<file path="src/rtl/pulse_train_gen.sv">
// ============================================================================
//  Module   : pulse_train_gen
//  Purpose  : Emits a burst of N programmable-width pulses on each qualified
//             rising edge of trigger. PULSE_TRAIN_RETRIG_EN allows restarts
//             while busy.
//  Revision : 1.0  initial release
// ============================================================================
`default_nettype none

module pulse_train_gen #(
  parameter int CNT_W = 16,
  parameter int NUM_W = 8
) (
  input  logic             clk,
  input  logic             rst,
  input  logic             trigger,
  input  logic [NUM_W-1:0] n_pulses,
  input  logic [CNT_W-1:0] high_cycles,
  input  logic [CNT_W-1:0] low_cycles,
  output logic             pulse_out,
  output logic             busy,
  output logic             done,
  output logic [NUM_W-1:0] pulse_count
);

  typedef enum logic [1:0] {
    S_IDLE = 2'd0,
    S_HIGH = 2'd1,
    S_LOW  = 2'd2
  } state_t;

  state_t           r_state;
  logic             r_trig_d;
  logic [CNT_W-1:0] r_cnt;
  logic [CNT_W-1:0] r_high_m1;
  logic [CNT_W-1:0] r_low_m1;
  logic [NUM_W-1:0] r_num;

  logic             w_start_evt;
  logic             w_accept;
  logic [CNT_W-1:0] w_high_m1;
  logic [CNT_W-1:0] w_low_m1;

  assign w_start_evt = trigger & ~r_trig_d;

  // A width of zero behaves as one cycle, so the reload value saturates at 0.
  assign w_high_m1 = (high_cycles == '0) ? '0 : high_cycles - CNT_W'(1);
  assign w_low_m1  = (low_cycles  == '0) ? '0 : low_cycles  - CNT_W'(1);

`ifdef PULSE_TRAIN_RETRIG_EN
  assign w_accept = w_start_evt && (n_pulses != '0);
`else
  assign w_accept = w_start_evt && (n_pulses != '0) && (r_state == S_IDLE);
`endif

  always_ff @(posedge clk) begin
    if (rst) begin
      r_state     <= S_IDLE;
      r_trig_d    <= 1'b1;
      r_cnt       <= '0;
      r_high_m1   <= '0;
      r_low_m1    <= '0;
      r_num       <= '0;
      pulse_out   <= 1'b0;
      busy        <= 1'b0;
      done        <= 1'b0;
      pulse_count <= '0;
    end else begin
      r_trig_d <= trigger;
      done     <= 1'b0;
      if (w_accept) begin
        r_state     <= S_HIGH;
        r_cnt       <= w_high_m1;
        r_high_m1   <= w_high_m1;
        r_low_m1    <= w_low_m1;
        r_num       <= n_pulses;
        pulse_out   <= 1'b1;
        busy        <= 1'b1;
        pulse_count <= '0;
      end else begin
        case (r_state)
          S_HIGH: begin
            if (r_cnt == '0) begin
              r_state     <= S_LOW;
              r_cnt       <= r_low_m1;
              pulse_out   <= 1'b0;
              pulse_count <= pulse_count + NUM_W'(1);
            end else begin
              r_cnt <= r_cnt - CNT_W'(1);
            end
          end
          S_LOW: begin
            if (r_cnt == '0) begin
              // The trailing low gap always completes before the burst ends.
              if (pulse_count < r_num) begin
                r_state   <= S_HIGH;
                r_cnt     <= r_high_m1;
                pulse_out <= 1'b1;
              end else begin
                r_state <= S_IDLE;
                busy    <= 1'b0;
                done    <= 1'b1;
              end
            end else begin
              r_cnt <= r_cnt - CNT_W'(1);
            end
          end
          default: begin
            r_state <= S_IDLE;
          end
        endcase
      end
    end
  end

endmodule

`default_nettype wire

</file>
<file path="config.mk">
export PLATFORM = sky130hd
export DESIGN_NAME = pulse_train_gen
export DESIGN_NICKNAME = d
export VERILOG_FILES = /design/src/rtl/pulse_train_gen.sv
export SDC_FILE = /design/constraint.sdc
export NUM_CORES = 1
export LEC_CHECK = 0
export ABC_AREA = 1
export CAP_MARGIN = 20
export CORE_UTILIZATION = 30
export DETAILED_ROUTE_END_ITERATION = 10
export SYNTH_ARGS = -nofsm -noshare
export SYNTH_HDL_FRONTEND = slang
export SYNTH_SLANG_ARGS = --single-unit
</file>
<file path="constraint.sdc">
create_clock -name clk -period 2.4 [get_ports clk]
set_clock_uncertainty 0.2 [all_clocks]
set_input_delay 0.48 -clock clk [delete_from_list [all_inputs] [get_ports clk]]
set_output_delay 0.48 -clock clk [all_outputs]
set_load 0.01 [all_outputs]
</file>
After elaboration in Yosys (flattened, before gate mapping):

Index checks and enable logic that the tools add are counted.

* register bits: 70
* latch bits: 0
* memory bits (writable): 0
* ROM bits: 0
* bits of input ports: 43
* output and inout port bits: 11
* logic and storage cells: 69
* memories: 0

* add/sub/neg operators: 4
* $mul: 0
* divide/modulo/power cells: 0
* order comparisons: 1
* equality and inequality tests: 9
* shifts and indexed selects: 0
* mux-type cells: 22
* bitwise operators: 4
* reduce and logical (&&, ||, !) cells: 18

Operators with widths (number)
* 2-to-1 mux 16 bit: 6
* zero test 16 bit: 3
* subtractor 16 x 1 -> 16 bit, second input constant: 3
* case mux 16 bit (2 select lines): 1
* 2-to-1 mux 1 bit: 11
* inequality test 3 bit, second input constant: 3
* adder 8 x 1 -> 8 bit, second input constant: 1
* < comparator 8 bit: 1
* AND reduction 2 bit: 4
* nonzero test 8 bit: 1
* inequality test 2 bit, second input constant: 3
* 2-to-1 mux 2 bit: 2
* inequality test 4 bit, second input constant: 1
* case mux 2 bit (2 select lines): 1
* AND reduction 4 bit: 1
* nonzero test 2 bit: 2
* OR reduction 4 bit: 1
* NOT 1 bit: 3
* AND reduction 3 bit: 1
* nonzero test 3 bit: 1
* equality test 2 x 1 -> 1 bit, second input constant: 1
* equality test 2 bit, second input constant: 1
* logical AND 1 bit: 2
* zero test 2 bit: 1
* other kinds (3): 3

Depth between registers and ports, before layout:

* depth after elaboration: 6
* mapped depth: 14
* mapped depth without buffers: 13

Worst setup path after synthesis:

Ideal clock, no wire load.

* path type: input to register
* start point: in high_cycles[0]
* end point: reg r_cnt[10]
* library setup time: 112 ps
* arrival: 1636 ps
* data required time: 2088 ps
* slack: 452 ps
* stages on the path: 10
* path buffers: 0
* cell sequence: inv_1 ha_1 nand3_1 nor2_1 nand2_1 xor2_1 nand2_1 nand2_1 nor2_2 nor2_2

* longest elaborated chain between the ends: 3
* elaborated cells on any way between the ends: 4
* classes of those cells: add/sub (1); mux (2); reduce/logical (1)

Ends and longest elaborated chain
* from (decl): line 18 `input logic [CNT_W-1:0] high_cycles,`
* subtractor 16 x 1 -> 16 bit or zero test 16 bit (tied branches): line 47 `assign w_high_m1 = (high_cycles == '0) ? '0 : high_cycles - CNT_W'(1);`
* 2-to-1 mux 16 bit *: line 47
* 2-to-1 mux 16 bit *: line 71 `if (w_accept) begin`
* to (signal assigned): line 73 `r_cnt <= w_high_m1;`
* to (signal assigned): line 85 `r_cnt <= r_low_m1;`
* to (signal assigned): line 89 `r_cnt <= r_cnt - CNT_W'(1);`
* to (decl): line 34 `logic [CNT_W-1:0] r_cnt;`

Mark *: on every way between the ends. The rest lies on a longest branch, timed or not.
A chain may end at the register's enable or synchronous reset.

Worst setup path in the final report:

* start point: in high_cycles[1]
* end point: reg r_cnt[13]

Same word-level chain as after synthesis.

==> flow_results.xml <==
<?xml version="1.0" encoding="UTF-8"?>
<metrics>
  <group name="outcome">
    <metric name="status" unit="">completed</metric>
  </group>
  <group name="global_routing">
    <metric name="largest_net_degree_at_the_start_of_global_routing" unit="">23</metric>
    <metric name="first_global_vias" unit="">4244</metric>
    <metric name="globalRoute.totalOverflow" unit="">0</metric>
    <metric name="grt_pass1_wl" unit="mm">20.9</metric>
    <metric name="initial_antenna_violation_count" unit="">0</metric>
    <metric name="grt_use_total" unit="%">16.6</metric>
  </group>
  <group name="synthesis">
    <metric name="ys_ff_latch" unit="">70</metric>
    <metric name="ys_top_cells_by_area" unit="">dfxtp_1 30%, nand2_1 18%, nor2_1 6.5%, inv_1 6.4%, nand3_1 6.4%</metric>
    <metric name="syn_area" unit="mm²">0.00462</metric>
    <metric name="synthDominantAreaCellType" unit="">dfxtp_1</metric>
    <metric name="post_synth_edffs" unit="">0</metric>
    <metric name="yosysWarnings" unit="">0</metric>
    <metric name="synth_async_reset_ratio" unit="%">0</metric>
    <metric name="synth_cell_type_count" unit="">39</metric>
    <metric name="syn_inst" unit="">727</metric>
    <metric name="synth_seq_area_share" unit="%">30.3</metric>
    <metric name="post-synth-top-area-fraction" unit="%">30.3</metric>
    <metric name="yosys.cell_count.top_type" unit="">nand2_1</metric>
    <metric name="syn-num-nets" unit="">787</metric>
    <metric name="syn_area_per_cell" unit="µm²">6.36</metric>
    <metric name="post_synth_most_frequent_cells" unit="">224 x nand2_1, 80 x nor2_1, 79 x inv_1, 70 x dfxtp_1, 59 x nand3_1</metric>
    <metric name="synth_ff_type" unit="">dfxtp_1</metric>
  </group>
  <group name="power_and_ir_drop">
    <metric name="vdd.ir_drop.worst" unit="µV">335</metric>
    <metric name="power_density_over_the_cells" unit="mW/mm²">569</metric>
    <metric name="totalPowerFinal" unit="mW">3.47</metric>
    <metric name="power.static_leakage" unit="nW">2.74</metric>
  </group>
  <group name="floorplan">
    <metric name="area_of_the_core" unit="mm²">0.0151</metric>
    <metric name="row_count" unit="">45</metric>
    <metric name="dieArea" unit="mm²">0.0159</metric>
    <metric name="start_util" unit="%">30.5</metric>
    <metric name="chipWidth" unit="µm">126</metric>
    <metric name="boundaryPins" unit="">54</metric>
    <metric name="die_height" unit="µm">126</metric>
  </group>
  <group name="clocking">
    <metric name="h_tree_level_count" unit="">3</metric>
    <metric name="cts.reportedPaths.clkPinSlew" unit="ps">60</metric>
    <metric name="cts-root-to-sink-buffers" unit="">2</metric>
    <metric name="clock_tree_from_tritoncts" unit="">built</metric>
    <metric name="clock_sink_count" unit="">70</metric>
    <metric name="cts_repair_resize_count" unit="">0</metric>
    <metric name="clk-insertion-delay-late" unit="ps">340</metric>
    <metric name="cts.root.buffer_cell" unit="">clkbuf_16</metric>
    <metric name="post_cts_hold_buffer_count" unit="">0</metric>
    <metric name="cts_inserted_buffers" unit="">9</metric>
    <metric name="post-cts-setup-buffers" unit="">0</metric>
  </group>
  <group name="drt">
    <metric name="pre_repair_dr_iteration_count" unit="">5</metric>
    <metric name="routed_wire_length" unit="mm">12.5</metric>
    <metric name="ant_nets" unit="">0</metric>
    <metric name="vias" unit="">4643</metric>
    <metric name="routed_wire_length_per_instance" unit="µm">12.1</metric>
    <metric name="drtIter0Drc" unit="">218</metric>
    <metric name="post_route_drc" unit="">0</metric>
    <metric name="routed_via_density" unit="">4.50</metric>
  </group>
  <group name="placement">
    <metric name="dp_cells" unit="">1015</metric>
    <metric name="estimated_wirelength_of_the_detail_placed_design" unit="mm">9.89</metric>
    <metric name="dpl-instance-area" unit="mm²">0.00582</metric>
    <metric name="gpl.final_weighted_congestion" unit="">0.854</metric>
    <metric name="placement.setup.worst_slack" unit="ps">-143</metric>
    <metric name="portBuffers" unit="">53</metric>
  </group>
  <group name="timing">
    <metric name="final.setup.worst_slack" unit="ps">252</metric>
    <metric name="timing_worst_slew_pin_value" unit="ps">464</metric>
    <metric name="worst_slew_margin_rel" unit="%">68.8</metric>
    <metric name="setup_viol_count_final" unit="">0</metric>
    <metric name="period_share" unit="%">89.5</metric>
    <metric name="finalCriticalPeriod" unit="ps">2150</metric>
    <metric name="unrepaired_setup_endpoints_after_global_routing" unit="">false</metric>
    <metric name="timing.final.hold_violations" unit="">0</metric>
    <metric name="finalMaxSlewViolations" unit="">0</metric>
    <metric name="peak_clock_frequency_supported_by_timing" unit="MHz">465</metric>
  </group>
  <group name="setup_path">
    <metric name="setup.worst_path.class" unit="">in2reg</metric>
    <metric name="timing.reg2reg.worst_path_depth" unit="">11</metric>
    <metric name="timing.critical_path.to_type" unit="">register</metric>
    <metric name="timing.critical_path.required" unit="ps">2440</metric>
    <metric name="cp-start-kind" unit="">input pin</metric>
    <metric name="reg_to_reg_endpoint" unit="">r_cnt[10]</metric>
    <metric name="cp_max_fo" unit="">11</metric>
    <metric name="cp_data_arrival_time" unit="ps">2180</metric>
    <metric name="crit-reg2reg-launch" unit="">r_state[0]</metric>
    <metric name="reg2reg_slack" unit="ps">370</metric>
  </group>
  <group name="layout">
    <metric name="fin_util" unit="%">40.3</metric>
    <metric name="filler_cell_count" unit="">1595</metric>
    <metric name="num_antenna_cells" unit="">0</metric>
    <metric name="multiInputGateArea" unit="mm²">0.00279</metric>
    <metric name="register_area" unit="mm²">0.00140</metric>
    <metric name="final_layout_size_suffix_gt1_share" unit="%">15.9</metric>
    <metric name="areaGrowthSynthToFinish" unit="%">32.1</metric>
    <metric name="stdcell_count" unit="">1031</metric>
    <metric name="postLayoutCellArea" unit="mm²">0.00611</metric>
    <metric name="final_net_count" unit="">898</metric>
  </group>
  <group name="min_path">
    <metric name="holdCritPathClass" unit="">reg2reg</metric>
    <metric name="min_delay_worst_endpoint" unit="">r_low_m1[11]</metric>
    <metric name="holdPathStages" unit="">2</metric>
    <metric name="hold_start" unit="">r_low_m1[11]</metric>
  </group>
  <group name="job">
    <metric name="max-cap-violations" unit="">0</metric>
  </group>
</metrics>
==> state kept, by name, summed over array words and instances (netlist names) <==
register,flops
pulse_count,8
pulse_out,1
r_low_m1,16
r_high_m1,16
r_trig_d,1
busy,1
done,1
r_state,2
r_cnt,16
r_num,8
==> metal layers <==
metal | global-route usage, % | vias to the layer above | part of all wire, %
met5 | 0 | - | 0
met4 | 7.23 | 0 | 2.1
met3 | 2.17 | 16 | 3.2
met2 | 26.6 | 80 | 45
met1 | 22.2 | 2022 | 49
li1 | - | 2525 | -
==> worst max-delay path by stage <==
stage | cells past startpoint | end | from
2_1_floorplan | 10 | r_cnt[10] | high_cycles[0]
3_3_place_gp | 13 | r_cnt[14] | high_cycles[1]
3_5_place_dp | 13 | r_cnt[13] | high_cycles[0]
4_1_cts | 13 | r_cnt[13] | high_cycles[1]
5_1_grt | 13 | r_cnt[14] | high_cycles[1]
6_report | 13 | r_cnt[13] | high_cycles[1]
==> area by class of cell <==
type                            instances  area share, %
Multi-Input combinational cell        552           45.6
Sequential cell                        70           22.9
Timing Repair Buffer                  119           17.6
Inverter                               86           5.28
Clock buffer                           11           4.14
Tap cell                              188           3.85
Clock inverter                          5          0.553
==> through the flow <==
stage	TNS [ps]	hold slack (ps)
final	0	252
after detailed placement	-1170	247
after floorplan	0	223
after global routing	0	276
after CTS	0	255
after global placement	-1560	243
==> worst max-delay path: stages <==
cell             delay (ps)
clkdlybuf4s50_1         420
inv_1                    80
ha_1                    150
nand2_1                  50
nor2_1                   90
nand2_1                  60
nor2_1                  200
nor2_2                   70
buf_4                   170
nand3_1                 130
o21ai_0                 100
nor2_1                  130
nor2_2                   40
==> placed cells by master (no fill, tap or decap), drive strengths merged <==
cell / netlist / routed
nand2: 231 / 231
nor2: 112 / 112
inv: 86 / 86
dfxtp: 70 / 70
buf: 11 / 66
nand3: 61 / 61
clkdlybuf4s50: 0 / 53
o21ai: 51 / 51
a21oi: 17 / 17
ha: 17 / 17
xor2: 15 / 15
o22ai: 12 / 12
nand4: 11 / 11
clkbuf: 8 / 11
xnor2: 8 / 8
nor3: 5 / 5
or2: 3 / 3
clkinv: 0 / 3
a21boi: 2 / 2
clkinvlp: 0 / 2
nand3b: 1 / 1
o21a: 1 / 1
o31ai: 1 / 1
nor3b: 1 / 1
and3: 1 / 1
and2: 1 / 1
a21o: 1 / 1
==> cell families after synthesis <==
family,after synthesis,synth area share (%)
AOI/OAI and AO/OA,85,9.88
adders and majority gates,17,4.60
xor gates and xnor gates,23,4.36
and+or+nand+nor,427,41.4
buffers and inverters,105,9.44
DFF,70,30.3
==> power by group <==
part | switching [mW] | internal, mW
clock | 0.530 | 0.754
combinational | 0.562 | 0.374
sequential | 0.0398 | 1.21
No activity file was read; power rests on OpenSTA's default activity.
